`config.mk`:
```
export PLATFORM = sky130hd
export DESIGN_NAME = c880_resp_misr
export DESIGN_NICKNAME = d
export VERILOG_FILES = /design/src/rtl/c880_bist_pkg.sv /design/src/rtl/misr_step.sv /design/src/rtl/c880_resp_misr.sv
export SDC_FILE = /design/constraint.sdc
export NUM_CORES = 1
export LEC_CHECK = 0
export ABC_AREA = 1
export CORE_UTILIZATION = 25
export DETAILED_ROUTE_END_ITERATION = 8
export PLACE_DENSITY = 0.57
export SETUP_SLACK_MARGIN = 0.05
export SYNTH_ARGS = -nofsm -noshare
export SYNTH_HDL_FRONTEND = slang
export SYNTH_SLANG_ARGS = --single-unit
```
`constraint.sdc`:
```
create_clock -name clk -period 2.3 [get_ports clk]
set_clock_uncertainty 0.2 [all_clocks]
set_input_delay 0.69 -clock clk [delete_from_list [all_inputs] [get_ports clk]]
set_output_delay 0.69 -clock clk [all_outputs]
set_load 0.005 [all_outputs]
```
`src/rtl/c880_bist_pkg.sv`:
```
// Shared definitions for the c880 BIST blocks: FSM states, response width,
// default MISR polynomial/seed and the pattern counter width.
package c880_bist_pkg;

  typedef enum logic [1:0] {
    ST_IDLE = 2'd0,
    ST_RUN  = 2'd1,
    ST_DONE = 2'd2
  } state_e;

  localparam int          C880_RESP_W = 26;
  localparam logic [31:0] DEF_POLY    = 32'h04C11DB7;
  localparam logic [31:0] DEF_SEED    = 32'hFFFF_FFFF;
  localparam int          PAT_CNT_W   = 16;

endpackage

```
`src/rtl/misr_step.sv`:
```
// One MISR step: shift left, fold in the polynomial when the MSB falls out,
// then XOR in the zero-extended response word. Purely combinational.
module misr_step
  import c880_bist_pkg::*;
#(
  parameter int               SIG_W  = 32,
  parameter int               RESP_W = C880_RESP_W,
  parameter logic [SIG_W-1:0] POLY   = DEF_POLY
) (
  input  logic [SIG_W-1:0]  i_sig,
  input  logic [RESP_W-1:0] i_resp,
  output logic [SIG_W-1:0]  o_sig
);

  logic [SIG_W-1:0] w_resp_ext;

  always_comb begin
    w_resp_ext               = '0;
    w_resp_ext[RESP_W-1:0]   = i_resp;
    o_sig = {i_sig[SIG_W-2:0], 1'b0} ^ (i_sig[SIG_W-1] ? POLY : '0) ^ w_resp_ext;
  end

endmodule

```
`src/rtl/c880_resp_misr.sv`:
```
// Compacts c880 responses into a MISR signature over NUM_PAT patterns and
// compares the final signature with a golden value captured at start.
module c880_resp_misr
  import c880_bist_pkg::*;
#(
  parameter int               RESP_W  = C880_RESP_W,
  parameter int               SIG_W   = 32,
  parameter logic [SIG_W-1:0] POLY    = DEF_POLY,
  parameter logic [SIG_W-1:0] SEED    = DEF_SEED,
  parameter int               NUM_PAT = 1024
) (
  input  logic                 clk,
  input  logic                 rst_n,
  input  logic                 start,
  input  logic                 abort,
  input  logic [RESP_W-1:0]    resp_i,
  input  logic                 resp_valid,
  output logic                 resp_ready,
  input  logic [SIG_W-1:0]     golden_sig,
  output logic                 busy,
  output logic                 done,
  output logic                 pass,
  output logic [SIG_W-1:0]     signature,
  output logic [PAT_CNT_W-1:0] pat_count,
  output logic [1:0]           o_dbg_state
);

  // Handshake: a response beat transfers on a rising edge where resp_valid
  // and resp_ready are both high; resp_ready is high exactly while in RUN.

  localparam logic [PAT_CNT_W-1:0] LAST_CNT = PAT_CNT_W'(NUM_PAT - 1);

  state_e                 r_state;
  state_e                 w_state_nxt;
  logic [SIG_W-1:0]       r_sig;
  logic [SIG_W-1:0]       w_sig_nxt;
  logic [SIG_W-1:0]       r_golden;
  logic [PAT_CNT_W-1:0]   r_cnt;
  logic                   r_pass;
  logic                   w_accept;
  logic                   w_last;
  logic                   w_start;

  misr_step #(
    .SIG_W  (SIG_W),
    .RESP_W (RESP_W),
    .POLY   (POLY)
  ) u_misr_step (
    .i_sig  (r_sig),
    .i_resp (resp_i),
    .o_sig  (w_sig_nxt)
  );

  assign w_accept = (r_state == ST_RUN) && resp_valid;
  assign w_last   = w_accept && (r_cnt == LAST_CNT);
  assign w_start  = start && (r_state != ST_RUN);

  always_comb begin
    w_state_nxt = r_state;
    case (r_state)
      ST_IDLE: if (start)  w_state_nxt = ST_RUN;
      ST_RUN:  if (w_last) w_state_nxt = ST_DONE;
      ST_DONE: if (start)  w_state_nxt = ST_RUN;
      default:             w_state_nxt = ST_IDLE;
    endcase
    if (abort) w_state_nxt = ST_IDLE;
  end

  always_ff @(posedge clk or negedge rst_n) begin
    if (!rst_n) r_state <= ST_IDLE;
    else        r_state <= w_state_nxt;
  end

  // Abort leaves signature and count frozen so the partial run can be inspected.
  always_ff @(posedge clk or negedge rst_n) begin
    if (!rst_n) begin
      r_sig    <= SEED;
      r_cnt    <= '0;
      r_golden <= '0;
      r_pass   <= 1'b0;
    end else if (abort) begin
      r_pass   <= 1'b0;
    end else if (w_start) begin
      r_sig    <= SEED;
      r_cnt    <= '0;
      r_golden <= golden_sig;
      r_pass   <= 1'b0;
    end else if (w_accept) begin
      r_sig    <= w_sig_nxt;
      r_cnt    <= r_cnt + 1'b1;
      if (w_last) r_pass <= (w_sig_nxt == r_golden);
    end
  end

  assign resp_ready  = (r_state == ST_RUN);
  assign busy        = (r_state == ST_RUN);
  assign done        = (r_state == ST_DONE);
  assign pass        = r_pass;
  assign signature   = r_sig;
  assign pat_count   = r_cnt;
  assign o_dbg_state = r_state;

endmodule

```
## Yosys cells after proc, flatten, opt, wreduce, memory -nomap -nowiden

Cells that the tools add are included.

- Output and inout port bits: 54
- Register bits after elaboration: 83

- Bitwise logic cells: 3
- Add/sub/neg operators: 1
- Reduce and logical (&&, ||, !) cells: 12
- Muxes and demuxes: 13
- Equal/unequal tests: 7

Operator list:

| operator | number |
|---|---|
| two-way mux 32 bit | 2 |
| == test 32 bit | 1 |
| two-way mux 16 bit | 2 |
| XOR 32 x 26 -> 32 bit | 1 |
| XOR 32 bit | 1 |
| two-way mux 27 bit | 1 |
| adder 16 x 1 -> 16 bit, second input constant | 1 |
| == test 16 x 10 -> 1 bit, second input constant | 1 |
| AND reduction 2 bit | 4 |
| two-way mux 2 bit | 3 |
| nonzero test 3 bit | 2 |
| two-way mux 1 bit | 4 |
| one-hot mux 2 bit (2 select lines) | 1 |
| logical AND 1 bit | 3 |
| != test 3 x 1 -> 1 bit, second input constant | 1 |
| != test 3 x 2 -> 1 bit, second input constant | 1 |
| == test 2 x 1 -> 1 bit, second input constant | 1 |
| == test 2 bit, second input constant | 1 |
| zero test 2 bit | 1 |
| != test 2 x 1 -> 1 bit, second input constant | 1 |
| nonzero test 2 bit | 1 |
| OR reduction 2 bit | 1 |
| NOT 1 bit | 1 |

## Depth between registers and ports, before layout

- Word-level depth: 8
- Gate-level depth with buffers: 13
- Mapped depth without buffers: 13

## Cells and area by module

From an unflattened synthesis, not the netlist that was laid out.

- Cells, all modules: 652
- Area total of the unflattened synthesis: 4770.8 µm²

By module, submodules not included:

| module | instances | cells each | sequential area each (µm²) | area an instance (µm²) |
|---|---|---|---|---|
| c880_resp_misr | 1 | 533 | 2117.0 | 4204.0 |
| misr_step | 1 | 119 | 0.0 | 566.8 |

## Least setup slack after synthesis

OpenSTA, ideal clock, no wires.

- Path type: input -> register
- From: in abort
- To: reg r_cnt[13] (netlist: pat_count[13])
- Arrival time: 1.538 ns
- Path buffers: 0
- Required time: 1.980 ns
- Library setup time: 0.120 ns
- Stages on the path: 10
- Path slack: 0.442 ns
- Path through: nor2_4 nand2_4 inv_6 nor2_8 nor2_8 nand2_4 nor2_4 nand2_1 o21ai_1 a21oi_1

- Longest elaborated chain between the ends: 2

Ends and longest elaborated chain:

| what | line | source |
|---|---|---|
| from (decl) | c880_resp_misr.sv:15 | `input logic abort,` |
| NOT 1 bit (no line) | -- |  |
| AND reduction 2 bit (no line) | -- |  |
| to (signal assigned) | c880_resp_misr.sv:90 | `r_cnt <= r_cnt + 1'b1;` |
| to (decl) | c880_resp_misr.sv:38 | `logic [PAT_CNT_W-1:0] r_cnt;` |

No other way between the ends.
A chain may end at the register's enable or synchronous reset.

## Final worst setup path

- From: reg r_cnt[0] (netlist: pat_count[0])
- To: out pat_count[0]

RTL lines:

| what | line | source |
|---|---|---|
| to (decl) | c880_resp_misr.sv:24 | `output logic [PAT_CNT_W-1:0] pat_count,` |

No word-level cell between the ends.

==> impl_results.md <==
* RR Startpoint: signature[31]
* DP HPWL at 10970 um
* Vias in the first global route at 4522
* Required @ worst endpoint at 1.41 ns
* Buf+Inv Stages, Crit Path at 1
* RSZ-0062 raised after global routing: yes
* CTS Buf Count at 9
* Post-synthesis cell type count at 41
* CTS H-tree lvls at 3
* Initial antenna violation count at 0
* Ys flop type: dfrtp_1
* Area post-placement at 6477 sq um
* Core area at 18270 sq um
* Post-layout util at 37.84%
* CTS clk-pin slew, worst paths at 0.06 ns
* Seq/Total Area, Yosys at 44.81%
* Nets at 876
* Initial DRC count at 199
* Synth warn at 0
* Post-CTS Hold Buffers at 0
* Worst hold-check path type: in2async
* Number of synthesized register bits at 83
* Setup CP Type: reg2out
* Crit path capture type: output pin
* Die area at 19450 sq um
* Share of layout cells above drive strength 1 at 17.26%
* Ports at 117
* Crit path time final at 2.199 ns
* P_leak at 3.394 nW
* Via count at 4496
* Pwr Density at 862.3 nW/um^2
* Drt total wl at 14590 um
* Crit path max-delay family: buffers and inverters
* R2R setup slack at 0.39 ns
* CTS Sinks at 83
* Max-cap viol count at 0
* First-pass GRT wire length at 23600 um
* Final Cycle Share at 95.63%
* Placer Congestion at 0.8009
* # rows at 49
* Antenna Nets Post-Route at 0
* Crit path DAT at 1.31 ns
* Status: completed
* Highest Signal Layer: met4
* Post-synth EDFFs at 0
* Die Wd at 139.5 um
* Normalized max-slew margin at 74.79%
* Clock tree buffer depth at 2
* Post-synthesis cell count at 641
* Syn Area/Cell at 7.371 sq um
* First drt pass iteration count at 5
* Met3 wire length at 491 um
* Max incr delay on CP at 0.54 ns
* Post-route cell area at 6914 sq um
* Setup TNS Final at 0 ns
* Hold Slack at 0.06595 ns
* Global route overflow at 0
* DRC at 0
* Worst-Margin Slew at 0.3776 ns
* Initial Utilization at 25.86%
* Largest cells by area after synthesis: dfrtp_1 27%, nand2_1 19%, dfstp_2 18%
* Crit-path slowest cell: clkdlybuf4s50_1
* M1 wire length at 7067 um
* Peak supply drop at 0.3940 mV
* Syn_nets at 705
* Worst-skew pair later-pin latency at 0.34 ns
* Die Height at 139.5 um
* Worst-path maximum fanout at 5
* Clock root buffer: clkbuf_16
* GRT Resource Usage Total at 15.83%
* Reg2reg end: pass
* Largest net degree at the start of global routing at 40
* Drt wl/cell at 13.95 um
* Post-Syn Area at 4725 sq um
* Area Overhead vs Synth at 46.35%
* Antenna Diode Count at 0
* CTS tree: done
* Port bufs at 116
* Average vias per placed instance at 4.298
* Final setup vio count at 0
* Startpoint types: flop
* Max-slew violations at 0
* Worst path cell trace: clkdlybuf4s50_1
* Synth top area share at 27.01%
* Met2 WL at 6829 um
* Final Hold Fails at 0
* R2R cell count at 10
* FMAX at 454.6 MHz
* Asr flop ratio synth at 100.0%
* Yosys top cell by area: dfrtp_1
-- metrics by stage --
step	power, mW	setup WS (ns)	std cells
after detailed placement	4.375	-0.2451	1011
after CTS	6.020	0.05537	1046
after global routing	6.398	0.03426	1046
final	5.962	0.1005	1046
after global placement	4.348	-0.2049	1011
after floorplan	3.278	0.4420	641
-- worst max path at each step --
stage,cells after the start,start,to,slack (ns)
2_1_floorplan,10,abort,pat_count[13],0.44
3_3_place_gp,11,resp_i[17],pass,-0.20
3_5_place_dp,11,resp_i[17],pass,-0.25
4_1_cts,1,pat_count[15],pat_count[15],0.06
5_1_grt,11,resp_i[17],pass,0.03
6_report,1,pat_count[0],pat_count[0],0.10
-- report_power, final --
part	total (mW)	internal, mW	switching, mW
Clock	1.58	0.982	0.601
Combinational	2.22	1.07	1.15
Sequential	2.16	1.90	0.252
Total	5.96	3.96	2.00
-- cell families after synthesis --
| logic type | after synthesis | share of synthesized area [%] |
|---|---|---|
| AOI/OAI and AO/OA | 83 | 9.852 |
| adders and majority gates | 1 | 0.2648 |
| xor gates and xnor gates | 16 | 2.966 |
| and+or+nand+nor | 346 | 32.76 |
| buffers and inverters | 112 | 9.348 |
| DFF | 83 | 44.81 |
-- Yosys cell counts, types with 6 or more instances --
master,number
a21oi_1,20
a22oi_1,7
buf_2,6
clkbuf_1,8
dfrtp_1,51
dfstp_2,32
inv_1,91
nand2_1,234
nand3_1,35
nand3b_1,7
nor2_1,38
nor3_1,7
o21ai_0,38
o21ai_1,8
xnor2_1,9
xor2_1,7
-- repair_timing --
action | 4_1_cts | 5_1_grt
resized for setup | 35 | 10
setup buffers | 19 | 0
endpoints found under the setup margin | 35 | 7
-- cell usage in the layout (no fill, tap or decap), types with 3 or more instances in the layout --
cell             instances
nand2_1                233
inv_1                   91
clkdlybuf4s50_1         80
buf_4                   55
dfrtp_1                 45
o21ai_0                 38
nor2_1                  35
nand3_1                 35
dlygate4sd2_1           35
dfstp_2                 32
a21oi_1                 20
xnor2_1                  9
clkbuf_16                9
o21ai_1                  8
nor3_1                   7
xor2_1                   7
a22oi_1                  7
nand3b_1                 7
dfrtp_2                  6
buf_12                   6
nand2_4                  5
nor2_8                   3
nor2_4                   3
o22a_1                   3
or2_2                    3
nor2_2                   3
-- flip-flops by register name, summed over array words and instances (netlist names) --
signal and flops:
pat_count 16, o_dbg_state 2, signature 32, r_golden 32, pass 1
-- worst reg2reg max path, stage by stage (launching register included) --
cell     delay (ns)
dfstp_2        0.56
inv_2          0.17
nand2_1        0.13
nand3_1        0.07
nand2_1        0.12
o21ai_0        0.09
nor2_1         0.13
nand2_1        0.09
nor2_2         0.12
nand2_1        0.07
a21oi_1        0.11
-- area by class of cell --
type / count / area, sq um
Timing Repair Buffer: 176 / 1640
Clock buffer: 12 / 246.5
Inverter: 96 / 366.6
Sequential cell: 83 / 2125
Clock inverter: 4 / 73.82
Multi-Input combinational cell: 446 / 2176
Tap cell: 229 / 286.5
Fill cell: 1911 / 11360
-- metal layers --
metal  global-route usage, %  vias up
met5                       0        -
met4                   5.205        0
met3                   2.753       13
met2                   26.08       85
met1                   20.96     2054
li1                        -     2344
Note: power is estimated with default switching activity, not from simulation.
